==> src/rtl/encrypt_mask_add_seq.sv <==
// Masked-add encryptor: key-derived mask added to plaintext by a chunked serial adder,
// ciphertext {key, sum, tag}. Define ENC_STATS_EN to add the enc_count handshake counter.
module encrypt_mask_add_seq #(
    parameter int unsigned DATA_W  = 60,
    parameter int unsigned KEY_W   = 11,
    parameter int unsigned TAG_W   = 6,
    parameter int unsigned CHUNK_W = 12
) (
    input  logic                            Clk,
    input  logic                            Rst,
    input  logic                            in_valid,
    output logic                            in_ready,
    input  logic [DATA_W-1:0]               in_data,
    input  logic [KEY_W-1:0]                in_key,
    input  logic [TAG_W-1:0]                in_tag,
    output logic                            out_valid,
    input  logic                            out_ready,
    output logic [KEY_W+DATA_W+TAG_W:0]     out_data
`ifdef ENC_STATS_EN
    ,
    output logic [15:0]                     enc_count
`endif
);

    localparam int unsigned NCHUNK = DATA_W / CHUNK_W;
    localparam int unsigned CNT_W  = (NCHUNK > 1) ? $clog2(NCHUNK) : 1;
    localparam int unsigned SUM_W  = DATA_W - CHUNK_W;

    typedef enum logic [1:0] {IDLE, BUSY, DONE} state_t;

    state_t                        state_q, state_d;
    logic [DATA_W-1:0]             data_q, data_d;
    logic [DATA_W-1:0]             mask_q, mask_d;
    logic [KEY_W-1:0]              key_q, key_d;
    logic [TAG_W-1:0]              tag_q, tag_d;
    logic [SUM_W-1:0]              sum_q, sum_d;
    logic                          carry_q, carry_d;
    logic [CNT_W-1:0]              cnt_q, cnt_d;
    logic                          out_valid_q, out_valid_d;
    logic [KEY_W+DATA_W+TAG_W:0]   out_data_q, out_data_d;

    logic                          accept;
    logic                          last_chunk;
    logic [CHUNK_W:0]              chunk_sum;

    function automatic logic [DATA_W-1:0] make_mask(input logic [KEY_W-1:0] key);
        logic [DATA_W-1:0] m;
        m = '0;
        for (int unsigned i = 0; i < DATA_W; i++) begin
            m[i] = key[i % KEY_W] ^ (((i / KEY_W) % 4) >= 2);
        end
        return m;
    endfunction

    assign accept     = in_valid && in_ready;
    assign last_chunk = (cnt_q == CNT_W'(NCHUNK - 1));
    assign chunk_sum  = {1'b0, data_q[CHUNK_W-1:0]} + {1'b0, mask_q[CHUNK_W-1:0]}
                      + {{CHUNK_W{1'b0}}, carry_q};

    always_ff @(posedge Clk) begin
        if (Rst) begin
            state_q     <= IDLE;
            data_q      <= '0;
            mask_q      <= '0;
            key_q       <= '0;
            tag_q       <= '0;
            sum_q       <= '0;
            carry_q     <= 1'b0;
            cnt_q       <= '0;
            out_valid_q <= 1'b0;
            out_data_q  <= '0;
        end else begin
            state_q     <= state_d;
            data_q      <= data_d;
            mask_q      <= mask_d;
            key_q       <= key_d;
            tag_q       <= tag_d;
            sum_q       <= sum_d;
            carry_q     <= carry_d;
            cnt_q       <= cnt_d;
            out_valid_q <= out_valid_d;
            out_data_q  <= out_data_d;
        end
    end

    always_comb begin
        state_d = state_q;
        case (state_q)
            IDLE:    if (accept)     state_d = BUSY;
            BUSY:    if (last_chunk) state_d = DONE;
            DONE:    if (out_ready)  state_d = IDLE;
            default:                 state_d = IDLE;
        endcase
    end

    // Operands shift down one chunk per cycle; completed sum chunks enter sum_q from the
    // top, so after the last chunk {chunk_sum, sum_q} is the full DATA_W+1 bit result.
    always_comb begin
        data_d      = data_q;
        mask_d      = mask_q;
        key_d       = key_q;
        tag_d       = tag_q;
        sum_d       = sum_q;
        carry_d     = carry_q;
        cnt_d       = cnt_q;
        out_valid_d = out_valid_q;
        out_data_d  = out_data_q;
        case (state_q)
            IDLE: begin
                if (accept) begin
                    data_d  = in_data;
                    mask_d  = make_mask(in_key);
                    key_d   = in_key;
                    tag_d   = in_tag;
                    carry_d = 1'b0;
                    cnt_d   = '0;
                end
            end
            BUSY: begin
                data_d  = data_q >> CHUNK_W;
                mask_d  = mask_q >> CHUNK_W;
                sum_d   = SUM_W'({chunk_sum[CHUNK_W-1:0], sum_q} >> CHUNK_W);
                carry_d = chunk_sum[CHUNK_W];
                cnt_d   = cnt_q + CNT_W'(1);
                if (last_chunk) begin
                    out_data_d  = {key_q, chunk_sum, sum_q, tag_q};
                    out_valid_d = 1'b1;
                end
            end
            DONE: begin
                if (out_ready) out_valid_d = 1'b0;
            end
            default: ;
        endcase
    end

    always_comb begin
        in_ready  = (state_q == IDLE) && !Rst;
        out_valid = out_valid_q;
        out_data  = out_data_q;
    end

`ifdef ENC_STATS_EN
    logic [15:0] enc_count_q, enc_count_d;

    always_comb begin
        enc_count_d = enc_count_q;
        if (out_valid_q && out_ready) enc_count_d = enc_count_q + 16'd1;
    end

    always_ff @(posedge Clk) begin
        if (Rst) enc_count_q <= '0;
        else     enc_count_q <= enc_count_d;
    end

    assign enc_count = enc_count_q;
`endif

endmodule

==> config.mk <==
export PLATFORM = sky130hd
export DESIGN_NAME = encrypt_mask_add_seq
export DESIGN_NICKNAME = d
export VERILOG_FILES = /design/src/rtl/encrypt_mask_add_seq.sv
export SDC_FILE = /design/constraint.sdc
export NUM_CORES = 1
export LEC_CHECK = 0
export BUFFER_PORTS_ARGS = -buffer_cell sky130_fd_sc_hd__buf_2
export CORE_ASPECT_RATIO = 0.8
export CORE_MARGIN = 4
export CORE_UTILIZATION = 50
export DETAILED_ROUTE_END_ITERATION = 16
export PLACE_DENSITY_LB_ADDON = 0.25
export SYNTH_ARGS = -nofsm -noshare
export SYNTH_HDL_FRONTEND = slang
export SYNTH_SLANG_ARGS = --single-unit
export TNS_END_PERCENT = 20
==> constraint.sdc <==
create_clock -name Clk -period 2.2 [get_ports Clk]
set_clock_uncertainty 0.05 [all_clocks]
set_input_delay 0 -clock Clk [delete_from_list [all_inputs] [get_ports Clk]]
set_output_delay 0 -clock Clk [all_outputs]
set_load 0.02 [all_outputs]
==> run_results.csv, run 1 <==
group,metric,value,unit
logic_synthesis,ys.flop_type,"dfxtp_1",
logic_synthesis,synth_top_family_by_area,"compound AO/OA/AOI/OAI gates",
logic_synthesis,synth_most_common_cell,"nand2_1",
clocking,clk-insertion-delay-late,520,ps
logic_synthesis,synthMuxAreaShare,0,
logic_synthesis,yosys.area_share.xor_xnor,0.007887,
floorplan,boundaryPins,161,
logic_synthesis,ys_top_cells_by_count,"nand2_1, dfxtp_1, a21oi_1, clkbuf_1, nor2_1",
place,dp_worst_setup_slack,-208.0,ps
critical_path,cp_max_fo,4,
sta,fmaxAchievable,466.8,MHz
critical_path,crit_type,"reg -> reg",
floorplan,die_w,166.1,um
drt,viasPerCell,5.484,
floorplan,fp.dieArea,22330,um^2
floorplan,placementRows,45,
logic_synthesis,synth_compound_area_frac,0.2004,
critical_path,timing.rr.start,"data_q[0]$_SDFFE_PP0P_",
logic_synthesis,synth-simple-area-share,0.1929,
logic_synthesis,synthAdderAreaFrac,0.02028,
sta,worstMarginPinSlew,1232,ps
power_and_ir_drop,powerDensity,803.5,nW/um^2
critical_path,worstSetupStartpointType,"register",
global_routing,grt_pass1_wl,44270,um
drt,vias,9158,
logic_synthesis,synthArstFlopShare,0,
global_routing,grt_max_degree,237,
clocking,path_clk_slew,70,ps
critical_path,cp.arrival,2500,ps
clocking,cts_htree_levels,1,
layout,final_util,0.6571,
global_routing,grt_use_total,0.2363,
worst_hold_path,worstHoldStart,"Rst",
critical_path,timing.reg2reg.setup_slack,60,ps
critical_path,cp_slowest_cell,"fa_2",
run_status,outcome,"finished clean",
clocking,cts_tree,"built",
logic_synthesis,netlist.area_leader.share,0.5388,
place,gp_congestion,0.8287,
critical_path,cp_cell_sequence,"fa_2, nand3_1, a21oi_2, a221o_1, a221oi_2, xnor2_1, a22o_1",
floorplan,start_util,0.5175,
global_routing,antenna_found_initial,0,
sta,grt_setup_unrepaired,"yes",
power_and_ir_drop,ir_drop,0.5605,mV
power_and_ir_drop,power,10200,uW
critical_path,worstSetupEndpointType,"register",
logic_synthesis,synth.distinct_cells,42,
logic_synthesis,synth.avg_cell_area,8.343,um^2
logic_synthesis,syn-cell-area,9995,um^2
critical_path,reg2regPathDepth,7,
critical_path,required,2550,ps
logic_synthesis,ys_ff_latch,269,
critical_path,rr_endpoint,"out_data[65]$_SDFFE_PP0P_",
layout,drive_gt1_frac,0.1878,
global_routing,first_global_vias,8524,
sta,setup_tns,0,ps
floorplan,fp.coreArea,19310,um^2
place,port_buffers,160,
floorplan,die_y,134.5,um
layout,area_growth_syn_to_layout,26.98,%
place,dpl.hpwl,17050,um
drt,totalWireLength,28050,um
clocking,cts-buffers-inserted,25,
job,max_cap_viol_count,0,
worst_hold_path,hold_depth,3,
drt,drcViolationCount,0,
sta,setup_viol,0,
logic_synthesis,ys_top_cells_by_area,"dfxtp_1, nand2_1, a21oi_1, a22oi_1, o221a_2",
sta,fin_crit_sh,0.9738,
sta,hold_viol,0,
sta,fin_crit,2142,ps
logic_synthesis,yosys_warnings,0,
clocking,clockRootBuffer,"clkbuf_16",
worst_hold_path,worst_hold_path.endpoint,"mask_q[45]$_SDFFE_PP0P_",
drt,wire_per_inst,16.80,um
worst_hold_path,hold_class,"in -> reg",
logic_synthesis,syn_inst,1198,
critical_path,crit_path_max_incr_delay,410,ps
drt,drt_first_pass_iters,5,
logic_synthesis,synth_top_area_cell,"dfxtp_1",
drt,drt_iter0_drc,837,
sta,maxSlewHeadroom,0.1777,
sta,hold_ws,89.58,ps
logic_synthesis,synth_edf_count,0,
global_routing,grt.overflow.total,0,
clocking,clock_sinks,269,
clocking,clk_path_buf_depth,3,
power_and_ir_drop,power.leakage,0.004992,uW
sta,fin_ws,57.65,ps
drt,postRouteAntennaNets,0,
sta,drv_slew,0,
layout,finalNetCount,1495,
logic_synthesis,syn_nets,1294,
logic_synthesis,yosysSeqAreaShare,0.5388,
[metrics by stage]
stage	cells	cell area, um^2
finish	1670	12690
global route	1669	12690
CTS	1666	12600
detailed placement	1548	11040
global placement	1548	11040
floorplan	1198	9995
[state kept, by name, summed over array words and instances, names as in the netlist]
signal,cells
data_q,60
tag_q,6
out_data,78
out_valid,1
carry_q,1
sum_q,48
key_q,11
state_q,2
cnt_q,3
mask_q,59
[how the worst max path moves through the flow]
| stage | startpoint | to | slack (ps) | depth (start not counted) |
|---|---|---|---|---|
| finish | data_q[0]$_SDFFE_PP0P_ | out_data[65]$_SDFFE_PP0P_ | 60 | 7 |
| global route | data_q[0]$_SDFFE_PP0P_ | carry_q$_SDFFE_PP0P_ | -60 | 8 |
| CTS | mask_q[6]$_SDFFE_PP0P_ | out_data[63]$_SDFFE_PP0P_ | -20 | 5 |
| detailed placement | data_q[0]$_SDFFE_PP0P_ | carry_q$_SDFFE_PP0P_ | -210 | 8 |
| global placement | data_q[0]$_SDFFE_PP0P_ | carry_q$_SDFFE_PP0P_ | -110 | 8 |
| floorplan | data_q[0]$_SDFFE_PP0P_ | sum_q[46]$_SDFFE_PP0P_ | 90 | 7 |
[cell families after synthesis]
group	Yosys count
AOI/OAI and AO/OA	320
buffers and inverters	96
DFF	269
xor gates and xnor gates	9
adders and majority gates	15
and+or+nand+nor	489
[what timing repair did]
action | CTS | global route
hold endpoints to repair | 122 | 0
setup endpoints to repair | 9 | 60
cloned | 0 | 2
buffers inserted | 0 | 1
hold buffers | 79 | 0
resized for setup | 5 | 13
pin swaps | 2 | 8
[placed cells by master (no fill, tap or decap), types with 2 or more instances in the layout]
master,synthesis,routed
a211oi_1,3,3
a21o_1,2,2
a21oi_1,199,194
a21oi_2,0,5
a221oi_1,11,11
a22o_1,6,6
a22oi_1,37,37
a311oi_1,15,14
a31oi_1,14,14
and3_1,7,6
buf_12,0,5
buf_2,23,159
buf_4,0,17
buf_6,1,2
clkbuf_1,58,5
clkbuf_16,0,26
clkbuf_8,0,5
clkinv_2,0,3
dfxtp_1,269,267
dfxtp_2,0,2
dlygate4sd3_1,0,79
fa_2,0,2
ha_1,13,11
inv_1,5,5
nand2_1,404,403
nand2b_1,3,2
nand3_1,6,5
nand3b_1,7,7
nor2_1,50,50
nor2_2,2,2
nor3_1,2,2
o21ai_0,3,2
o21bai_1,2,2
o221a_2,20,20
o22ai_1,2,2
o31ai_1,2,2
xnor2_1,7,7
xor2_1,2,2
[routing by layer]
layer | part of all wire | global-route usage
met2 | 0.44 | 0.3658
met5 | 0 | 0
met1 | 0.46 | 0.3490
met4 | 0.021 | 0.04489
met3 | 0.076 | 0.04536
[power by group]
part           internal, uW  leakage [uW]  switching [uW]
Sequential             5050       0.00219             120
Clock                  2350      0.000376            1760
Combinational           391       0.00243             529
[worst max-delay path, delay by kind of cell, from the launching register on]
family	cells	cell delay, ps
xor gates and xnor gates	1	120
and+or+nand+nor	1	130
adders and majority gates	1	410
DFF	1	330
AOI/OAI and AO/OA	4	980
[layout make-up]
| cell class | instances | area (um^2) |
|---|---|---|
| antenna | 1 | 2.502 |
| sequential | 269 | 5388 |
| multi-input combinational | 834 | 4312 |
| tap | 258 | 322.8 |
| fill | 1572 | 6621 |
| timing repair buffer | 264 | 1889 |
| inverter | 5 | 18.77 |
| clock inverter | 4 | 45.04 |
| clock buffer | 35 | 713.2 |
Note: power is estimated with default switching activity, not from simulation.
==> run 2, diff against run 1 <==
Settings changed: PLACE_DENSITY set to 0.75, PLACE_DENSITY_LB_ADDON 0.25 to not set.
==> run 2 against run 1 <==
Against the previous run:
- critical path depth increased by 1
- fmax increased by 1.5%
- largest power group unchanged
- total power increased by 4.4%
- first-iteration DRC count increased by 16%
- global-route usage increased by 0.50 points
- critical endpoint is now out_data[64]$_SDFFE_PP0P_
- wire length increased by 0.97%
- via count increased by 1.7%
- core utilization increased by 0.67 points
- hold slack improved by 21 ps
- sequential power about the same
==> run_results.csv, run 2 (synthesis results as in run 1) <==
group,metric,value,unit
layout,largest_reg_flops,78,
drt,drcViolationCount,0,
global_routing,antenna_found_initial,2,
clocking,path_clk_slew,60,ps
clocking,cts_htree_levels,1,
floorplan,die_y,134.5,um
global_routing,grt_max_degree,237,
sta,fin_ws,90.22,ps
clocking,clk_path_buf_depth,3,
critical_path,timing.reg2reg.setup_slack,90,ps
layout,final_util,0.6638,
critical_path,required,2600,ps
sta,hold_ws,110.4,ps
drt,vias,9318,
global_routing,grt_use_total,0.2413,
floorplan,fp.coreArea,19310,um^2
critical_path,cp.arrival,2510,ps
sta,setup_tns,0,ps
place,gp_congestion,0.8929,
global_routing,grt_pass1_wl,45210,um
critical_path,worstSetupStartpointType,"register",
sta,maxSlewHeadroom,0.3476,
run_status,outcome,"finished clean",
sta,hold_viol,0,
global_routing,first_global_vias,8685,
sta,fin_crit,2110,ps
critical_path,crit_path_max_incr_delay,420,ps
drt,totalWireLength,28330,um
critical_path,cp_common_cell,"fa_2",
global_routing,grt.overflow.total,0,
place,dpl.hpwl,17240,um
power_and_ir_drop,power.leakage,0.005071,uW
drt,viasPerCell,5.537,
floorplan,die_w,166.1,um
critical_path,crit_start,"carry_q$_SDFFE_PP0P_",
critical_path,path_buf_inv,0,
floorplan,start_util,0.5175,
critical_path,worst-path-stages,8,
job,max_cap_viol_count,0,
critical_path,cp_max_fo,3,
drt,drt_iter0_drc,967,
floorplan,boundaryPins,161,
sta,fmaxAchievable,474.0,MHz
sta,drv_slew,0,
critical_path,cp_slowest_cell,"fa_2",
critical_path,timing.rr.start,"carry_q$_SDFFE_PP0P_",
layout,finalNetCount,1499,
layout,final_common_cell,"nand2_1",
clocking,cts_tree,"built",
critical_path,crit_type,"reg -> reg",
power_and_ir_drop,power,10650,uW
worst_hold_path,hold_depth,3,
floorplan,fp.dieArea,22330,um^2
critical_path,cp_top_family,"adder cells",
critical_path,endpoint,"out_data[64]$_SDFFE_PP0P_",
place,dp_worst_setup_slack,-169.5,ps
critical_path,reg2regPathDepth,8,
floorplan,placementRows,45,
clocking,clockRootBuffer,"clkbuf_16",
sta,fin_crit_sh,0.9590,
drt,wire_per_inst,16.83,um
layout,drive_gt1_frac,0.1904,
layout,final_cell_mix,"nand2_1, dfxtp_1, a21oi_1",
clocking,cts-buffers-inserted,26,
critical_path,cp_cell_sequence,"fa_2, fa_2, a21oi_4, o21ai_2, a21oi_2, xnor2_1, nand2_1, a21oi_1",
drt,drt_first_pass_iters,7,
sta,worstMarginPinSlew,978.6,ps
sta,setup_viol,0,
power_and_ir_drop,powerDensity,830.6,nW/um^2
place,port_buffers,160,
worst_hold_path,hold_class,"in -> reg",
clocking,clk-insertion-delay-late,530,ps
layout,area_growth_syn_to_layout,28.27,%
critical_path,worstSetupEndpointType,"register",
clocking,clock_sinks,269,
power_and_ir_drop,ir_drop,0.6174,mV
critical_path,rr_endpoint,"out_data[64]$_SDFFE_PP0P_",
drt,postRouteAntennaNets,0,
## run 2: cell types whose count changed in the layout (fill, tap and decap cells not counted), sizes merged
cell,before,now
clkinv,3,8
dlygate4sd3,79,84
clkbuf,36,39
diode,1,2
nor2,53,52
## run 2: how the worst min path moves through the flow
stage	start	end	slack [ps]
2_1_floorplan	Rst	in_ready	9
3_3_place_gp	in_tag[2]	tag_q[2]$_SDFFE_PP0P_	140
3_5_place_dp	in_tag[2]	tag_q[2]$_SDFFE_PP0P_	140
4_1_cts	Rst	sum_q[39]$_SDFFE_PP0P_	120
5_1_grt	Rst	sum_q[39]$_SDFFE_PP0P_	150
6_report	Rst	mask_q[1]$_SDFFE_PP0P_	110
## run 2: worst min-delay path, cell delays in order
cell    delay, ps
buf_6         100
buf_12        340
nor2_1        180
## run 2: layer usage
| metal | vias to the layer above | part of all wire | track usage |
|---|---|---|---|
| met5 | - | 0 | 0 |
| met3 | 47 | 0.073 | 0.04682 |
| met2 | 372 | 0.46 | 0.3781 |
| met1 | 4402 | 0.45 | 0.3471 |
| met4 | 0 | 0.019 | 0.05909 |
| li1 | 4497 | - | - |
## run 2: final cells by class
type | instances | area, um^2
Clock inverter | 9 | 73.82
Inverter | 5 | 18.77
Clock buffer | 39 | 820.8
Tap cell | 258 | 322.8
Multi-Input combinational cell | 833 | 4303
Sequential cell | 269 | 5385
Antenna cell | 2 | 5.005
Fill cell | 1564 | 6492
Timing Repair Buffer | 268 | 1891
## run 2: report_power, final
group / internal, uW / total, uW / switching, uW
Combinational: 394 / 926 / 532
Clock: 2690 / 4560 / 1870
Sequential: 5050 / 5170 / 120
## run 2: what timing repair did
item / 4_1_cts / 5_1_grt
buffers inserted: 0 / 1
endpoints found under the hold margin: 122 / 0
gates resized for setup: 4 / 10
setup endpoints to repair: 8 / 13
pin swaps: 1 / 10
hold buffers: 84 / 0
## run 2: metrics by stage
stage	instances	area, um^2
finish	1683	12820
global route	1683	12820
CTS	1680	12760
detailed placement	1548	11020
global placement	1548	11020
floorplan	1198	9995
